===== src/rtl/aes_tx.sv =====
// aes_tx: serialises a 128-bit result block onto an 8-bit bus, byte 0 first.
// Each byte is presented with shakehand low for STROBE_LOW cycles and then
// with shakehand high for STROBE_HIGH cycles. The receiver captures tx on the
// rising edge of shakehand. Handshake: a block is accepted when en=1 at a
// rising clk edge while the FSM is IDLE. en is ignored while busy=1. There is
// no back-pressure: once a block is accepted, all 16 bytes are sent, unless
// rst_n aborts the transfer. done pulses for one cycle after the last byte.
// All outputs come straight from registers. state_o exposes the FSM state
// (0=IDLE, 1=SETUP, 2=STROBE) for debug.
module aes_tx #(
   parameter int unsigned STROBE_LOW  = 2,
   parameter int unsigned STROBE_HIGH = 2
) (
   input  logic         clk,
   input  logic         rst_n,
   input  logic [127:0] data,
   input  logic         en,
   output logic [7:0]   tx,
   output logic         shakehand,
   output logic         busy,
   output logic         done,
   output logic [1:0]   state_o
);

   typedef enum logic [1:0] {
      IDLE   = 2'd0,
      SETUP  = 2'd1,
      STROBE = 2'd2
   } state_t;

   // The phase counter counts down to zero, so it is reloaded with length-1.
   localparam logic [3:0] LOW_RELOAD  = 4'(STROBE_LOW - 1);
   localparam logic [3:0] HIGH_RELOAD = 4'(STROBE_HIGH - 1);

   state_t         state_q;
   logic [127:0]   buf_q;
   logic [3:0]     idx_q;
   logic [3:0]     cnt_q;
   logic [7:0]     tx_q;
   logic           sh_q;
   logic           busy_q;
   logic           done_q;

   logic [3:0]     idx_next;
   logic [7:0]     next_byte;

   // Select the byte that follows the current one. It is loaded into tx_q
   // only when a new SETUP phase starts.
   always_comb begin
      idx_next  = idx_q + 4'd1;
      next_byte = buf_q[{idx_next, 3'b000} +: 8];
   end

   // FSM with registered outputs. Because tx_q is loaded only on entry to
   // SETUP, tx is stable while shakehand is high and on its rising edge.
   always_ff @(posedge clk or negedge rst_n) begin
      if (!rst_n) begin
         state_q <= IDLE;
         buf_q   <= 128'h0;
         idx_q   <= 4'd0;
         cnt_q   <= 4'd0;
         tx_q    <= 8'h00;
         sh_q    <= 1'b0;
         busy_q  <= 1'b0;
         done_q  <= 1'b0;
      end else begin
         done_q <= 1'b0;
         case (state_q)
            IDLE: begin
               if (en) begin
                  buf_q   <= data;
                  idx_q   <= 4'd0;
                  cnt_q   <= LOW_RELOAD;
                  tx_q    <= data[7:0];
                  sh_q    <= 1'b0;
                  busy_q  <= 1'b1;
                  state_q <= SETUP;
               end
            end
            SETUP: begin
               if (cnt_q == 4'd0) begin
                  cnt_q   <= HIGH_RELOAD;
                  sh_q    <= 1'b1;
                  state_q <= STROBE;
               end else begin
                  cnt_q <= cnt_q - 4'd1;
               end
            end
            STROBE: begin
               if (cnt_q == 4'd0) begin
                  if (idx_q == 4'd15) begin
                     tx_q    <= 8'h00;
                     sh_q    <= 1'b0;
                     busy_q  <= 1'b0;
                     done_q  <= 1'b1;
                     state_q <= IDLE;
                  end else begin
                     idx_q   <= idx_next;
                     tx_q    <= next_byte;
                     sh_q    <= 1'b0;
                     cnt_q   <= LOW_RELOAD;
                     state_q <= SETUP;
                  end
               end else begin
                  cnt_q <= cnt_q - 4'd1;
               end
            end
            default: begin
               state_q <= IDLE;
               tx_q    <= 8'h00;
               sh_q    <= 1'b0;
               busy_q  <= 1'b0;
            end
         endcase
      end
   end

   assign tx        = tx_q;
   assign shakehand = sh_q;
   assign busy      = busy_q;
   assign done      = done_q;
   assign state_o   = state_q;

endmodule


===== config.mk =====
export PLATFORM = sky130hd
export DESIGN_NAME = aes_tx
export DESIGN_NICKNAME = d
export VERILOG_FILES = /design/src/rtl/aes_tx.sv
export SDC_FILE = /design/constraint.sdc
export NUM_CORES = 1
export LEC_CHECK = 0
export BUFFER_PORTS_ARGS = -buffer_cell sky130_fd_sc_hd__buf_2
export CORE_MARGIN = 10
export CORE_UTILIZATION = 57
export CTS_BUF_LIST = sky130_fd_sc_hd__clkbuf_8
export CTS_CLUSTER_SIZE = 8
export DETAILED_ROUTE_END_ITERATION = 16
export PLACE_DENSITY_LB_ADDON = 0.12
export SKIP_CTS_REPAIR_TIMING = 1
export SLEW_MARGIN = 15
export SYNTH_ARGS = -nofsm -noshare
export SYNTH_HDL_FRONTEND = slang
export SYNTH_SLANG_ARGS = --single-unit

===== constraint.sdc =====
create_clock -name clk -period 2.99 [get_ports clk]
set_clock_uncertainty 0.1 [all_clocks]
set_input_delay 0.4485 -clock clk [delete_from_list [all_inputs] [get_ports clk]]
set_output_delay 0.4485 -clock clk [all_outputs]
set_load 0.005 [all_outputs]

* After elaboration in Yosys (flattened, before gate mapping)
Cells that the tools add are included.
** Cells by class
- $add $sub $neg :: 2
- $mul :: 0
- Div/mod/pow operators :: 0
- Order comparisons :: 0
- Eq/ne operators :: 9
- Shifts and indexed selects :: 1
- Mux-type cells :: 29
- Bitwise logic cells :: 1
- Reductions and logical operators :: 10
** Operators with widths (count)
- 128-bit by 8-bit indexed part select with 8-bit output :: 1
- 4-bit 2-to-1 mux :: 7
- 8-bit 2-to-1 mux :: 3
- 8-bit case mux with 3 select lines :: 1
- 4-bit case mux with 3 select lines :: 1
- 1-bit 2-to-1 mux :: 10
- 2-bit != test, second input constant :: 5
- 3-bit AND reduction :: 3
- 4-bit case mux with 2 select lines :: 1
- 4-bit AND reduction :: 2
- 2-bit 2-to-1 mux :: 3
- 1-bit case mux with 3 select lines :: 2
- 2-bit case mux with 3 select lines :: 1
- 4-bit by 1-bit adder with 4-bit output, second input constant :: 1
- 4-bit == test, second input constant :: 1
- 4-bit logical NOT :: 1
- 4-bit by 1-bit subtractor with 4-bit output, second input constant :: 1
- 3-bit != test, second input constant :: 1
- 3-bit nonzero test :: 1
- 2-bit by 1-bit == test with 1-bit output, second input constant :: 1
- 2-bit == test, second input constant :: 1
- 2-bit logical NOT :: 1
- 2-bit AND reduction :: 1
- 2-bit nonzero test :: 1
- 1-bit NOT :: 1
** Word-level totals
- Bits in registers :: 149
- Latch bits :: 0
- RAM bits :: 0
- Memory bits (read-only) :: 0
- Output and inout bits :: 13
- Word-level logic and storage cells :: 60
- Memories :: 0

* Depth between registers and ports, before layout
- Depth in word-level cells :: 5
- Gate-level depth with buffers :: 8
- Mapped depth without buffers :: 6

* Worst setup path before layout
Ideal clock, no wire load.
- Path type :: register to register
- Start point :: register idx_q[1]
- End point :: register tx_q[5] (netlist: tx[5])
- Arrival time :: 2188 ps
- Data required time :: 2821 ps
- Slack :: 632 ps
- Stages on the path, launching flop included :: 7
- Cells stage by stage :: dfrtp_1 ha_1 xor2_2 buf_6 mux4_2 or4_1 nand3_1
** On the way
- Word-level cells in the longest chain between the ends :: 5
** RTL lines
- start: declaration :: RTL line 37 : logic [3:0] idx_q;
- start signal: assignment :: RTL line 98 : idx_q <= idx_next;
- 4-bit by 1-bit adder with 4-bit output :: RTL line 50 : idx_next = idx_q + 4'd1;
- 128-bit by 8-bit indexed part select with 8-bit output :: RTL line 51 : next_byte = buf_q[{idx_next, 3'b000} +: 8];
- 8-bit 2-to-1 mux * :: RTL line 91 : if (idx_q == 4'd15) begin
- 8-bit 2-to-1 mux * :: RTL line 90 : if (cnt_q == 4'd0) begin
- 8-bit case mux with 3 select lines * :: RTL line 68 : case (state_q)
- end signal: assignment :: RTL line 74 : tx_q <= data[7:0];
- end signal: assignment :: RTL line 99 : tx_q <= next_byte;
- end: declaration :: RTL line 39 : logic [7:0] tx_q;
Mark *: on every way between the ends. The rest lies on a longest branch, timed or not. The select of a mux whose other input is x is not followed.
A chain may end at the register's enable or synchronous reset.

* Final worst setup path
- Start point :: register idx_q[1]
- End point :: register tx_q[0] (netlist: tx[0])
Same word-level chain as after synthesis.

==> results.json <==
{
  "outcome": "completed",
  "globalRoute.totalOverflow": 0,
  "synth.yosys.seq_area_share_pct": 53.36,
  "final_core_utilization_pct": 68.72,
  "tritoncts.num_buffers": 17,
  "number_of_h_tree_branching_levels": 4,
  "drt_iter0_markers": 278,
  "netlist.top_cell.by_area": "dfrtp_1",
  "fin_area_um2": 8220,
  "tightest_slew_margin_relative_to_the_limit_pct": 51.68,
  "fp.dieH_um": 130.3,
  "drt_drc_violations_left": 0,
  "post_synth_instance_area_um2": 6940,
  "critPathArrivalTime_ns": 2.82,
  "worst_r2r_path_depth": 6,
  "initial_cell_density_of_the_core_pct": 58.02,
  "placementRows": 40,
  "hp-class": "input port to register",
  "detailed_place.area_um2": 7854,
  "timing.fmax_mhz": 394.4,
  "post_route_fraction_of_the_period_consumed_by_the_critical_path_pct": 84.79,
  "yosys_most_used_dff": "dfrtp_1",
  "largest_net_degree_at_the_start_of_global_routing": 80,
  "worstSetupEndpoint": "tx[0]",
  "critPathLaunch": "idx_q[1]",
  "layout_common_cells": "147 x dfrtp_1, 142 x buf_2, 137 x mux2_2, 33 x mux2i_1, 22 x clkbuf_8",
  "clkLatencyLatePin_ns": 0.45,
  "placement.setup.worst_slack_ns": 0.4660,
  "tightestPinTransition_ns": 0.7248,
  "clock_sink_count": 148,
  "die_x_um": 130.3,
  "drv.max_cap_violation_count": 0,
  "detailroute.via_count": 4533,
  "floorplan.core_area_um2": 11960,
  "p_total_mw": 8.469,
  "rr_startpoint": "idx_q[1]",
  "post_synth_arst_share_pct": 100.0,
  "port_buffers": 143,
  "pwr_density_cell_nw_per_um2": 1030,
  "tritoncts_clock_tree": "done",
  "r2r-end": "tx[0]",
  "first_global_vias": 5016,
  "dp_hpwl_mm": 12.34,
  "final_net_count": 750,
  "worstSetupStartpointType": "register",
  "clk_pin_slew_worst_paths_ns": 0.08,
  "globalRouteTotalUtil_pct": 20.35,
  "insertedDiodeCount": 0,
  "yosysWarningCount": 0,
  "synth_area_per_cell_um2": 14.89,
  "avgViaCountPerCell": 5.902,
  "firstDrtPassIters": 4,
  "die-area_um2": 16990,
  "routabilityCongestion": 0.8053,
  "timing_hold_violations_final": 0,
  "synthCells": 466,
  "vdd_ir_drop_max_uv": 507.9,
  "maxSlewViolCount": 0,
  "worst_ep_required_time_ns": 3.28,
  "routed_wire_length_mm": 16.34,
  "number_of_failing_setup_endpoints_in_the_final_timing_report": 0,
  "setup_total_neg_slack_ns": 0,
  "antenna_found_initial": 0,
  "rrSetupSlack_ns": 0.45,
  "total_leakage_power_nw": 3.599,
  "finalCriticalPeriod_ns": 2.535,
  "synth_enable_flop_cells": 0,
  "final_common_cell": "dfrtp_1",
  "layout-drive-gt1-share_pct": 56.20,
  "cts_root_buf": "clkbuf_8",
  "critical_path.max_fanout": 19,
  "area_growth_pct": 18.44,
  "synth.lib_cells_used.distinct": 43,
  "final.setup.worst_slack_ns": 0.4546,
  "design.portCount": 144,
  "routed_wire_length_per_instance_um": 21.28,
  "cts-root-to-sink-buffers": 2,
  "synth_area_leaders": "dfrtp_1 53%, mux2_2 22%, mux4_2 6.2%",
  "global_route_wire_length_before_repair_mm": 26.43,
  "postSynthRegisterBits": 148,
  "ant_nets": 0,
  "mappedNetlistNets": 603,
  "crit_type": "register to register",
  "yosys.area.top_type_share_pct": 53.36,
  "worstSetupEndpointType": "register",
  "setup_repair_after_global_routing_missed_its_margin": "no"
}
==> report_power, final <==
group          switching (mW)  internal, mW  total, mW
registers               0.590          2.98       3.57
logic                    1.46          2.01       3.47
clock network           0.691         0.740       1.43
total                    2.74          5.72       8.47
==> area by class of cell <==
class,count,area (um2)
Sequential cell,148,3705
Clock inverter,5,53.80
Tap cell,147,183.9
Clock buffer,22,302.8
Multi-Input combinational cell,279,3047
Fill cell,869,3741
Timing Repair Buffer,160,902.1
Inverter,7,26.28
==> through the flow <==
stage | hold slack, ns | instances
detailed placement | 0.3920 | 740
global placement | 0.3833 | 740
finish | 0.1198 | 768
CTS | -0.05573 | 767
floorplan | 0.05291 | 466
global route | 0.1091 | 768
==> critical path: stages (launching register included) <==
cell	delay, ns
dfrtp_1	0.40
ha_2	0.58
buf_12	0.24
mux2i_1	0.12
mux4_1	0.52
or4_1	0.41
nand3_1	0.10
==> Yosys cell counts (2+ instances only) <==
cell and count:
buf_6 4, mux4_2 19, a21oi_1 5, mux2i_1 33, inv_1 7, o21ai_0 5
ha_1 6, nand4_1 8, or4_1 8, mux2_2 137, nand2b_1 2, a22o_1 3
dfrtp_1 148, clkbuf_1 16, buf_4 2, mux4_1 5, o2111ai_1 2, or2_2 2
a21o_1 3, buf_2 9, nand3_1 11, a32oi_1 7, nand2_1 3, nor3_1 2
==> state kept, by name, summed over array words and instances (netlist names) <==
register,flops
state_o,2
done,1
cnt_q,4
idx_q,4
buf_q,128
tx,8
busy,1
==> metal layers <==
layer	vias up	track usage (%)	share of wire, %
li1	2058	-	-
met1	2295	27.01	43
met2	149	31.20	47
met3	31	5.639	7.3
met4	0	7.979	2.0
met5	-	0	0
==> worst min path at each step <==
stage | cells past startpoint | startpoint | end
finish | 2 | data[108] | buf_q[108]
global route | 2 | data[25] | buf_q[25]
CTS | 1 | rst_n | buf_q[108]
detailed placement | 1 | buf_q[104] | buf_q[104]
global placement | 1 | buf_q[112] | buf_q[112]
floorplan | 0 | rst_n | buf_q[0]
==> logic make-up (layout without fill, tap and decap cells) <==
| logic type | after synthesis | after routing | synth area share (%) |
|---|---|---|---|
| mux | 194 | 194 | 35.05 |
| flops | 148 | 148 | 53.36 |
| simple gates | 45 | 45 | 4.056 |
| buf+inv | 39 | 194 | 2.812 |
| compound gates | 32 | 32 | 3.281 |
| fa+ha+maj | 6 | 6 | 1.082 |
| xor+xnor | 2 | 2 | 0.3606 |
Note: power is estimated with default switching activity, not from simulation.
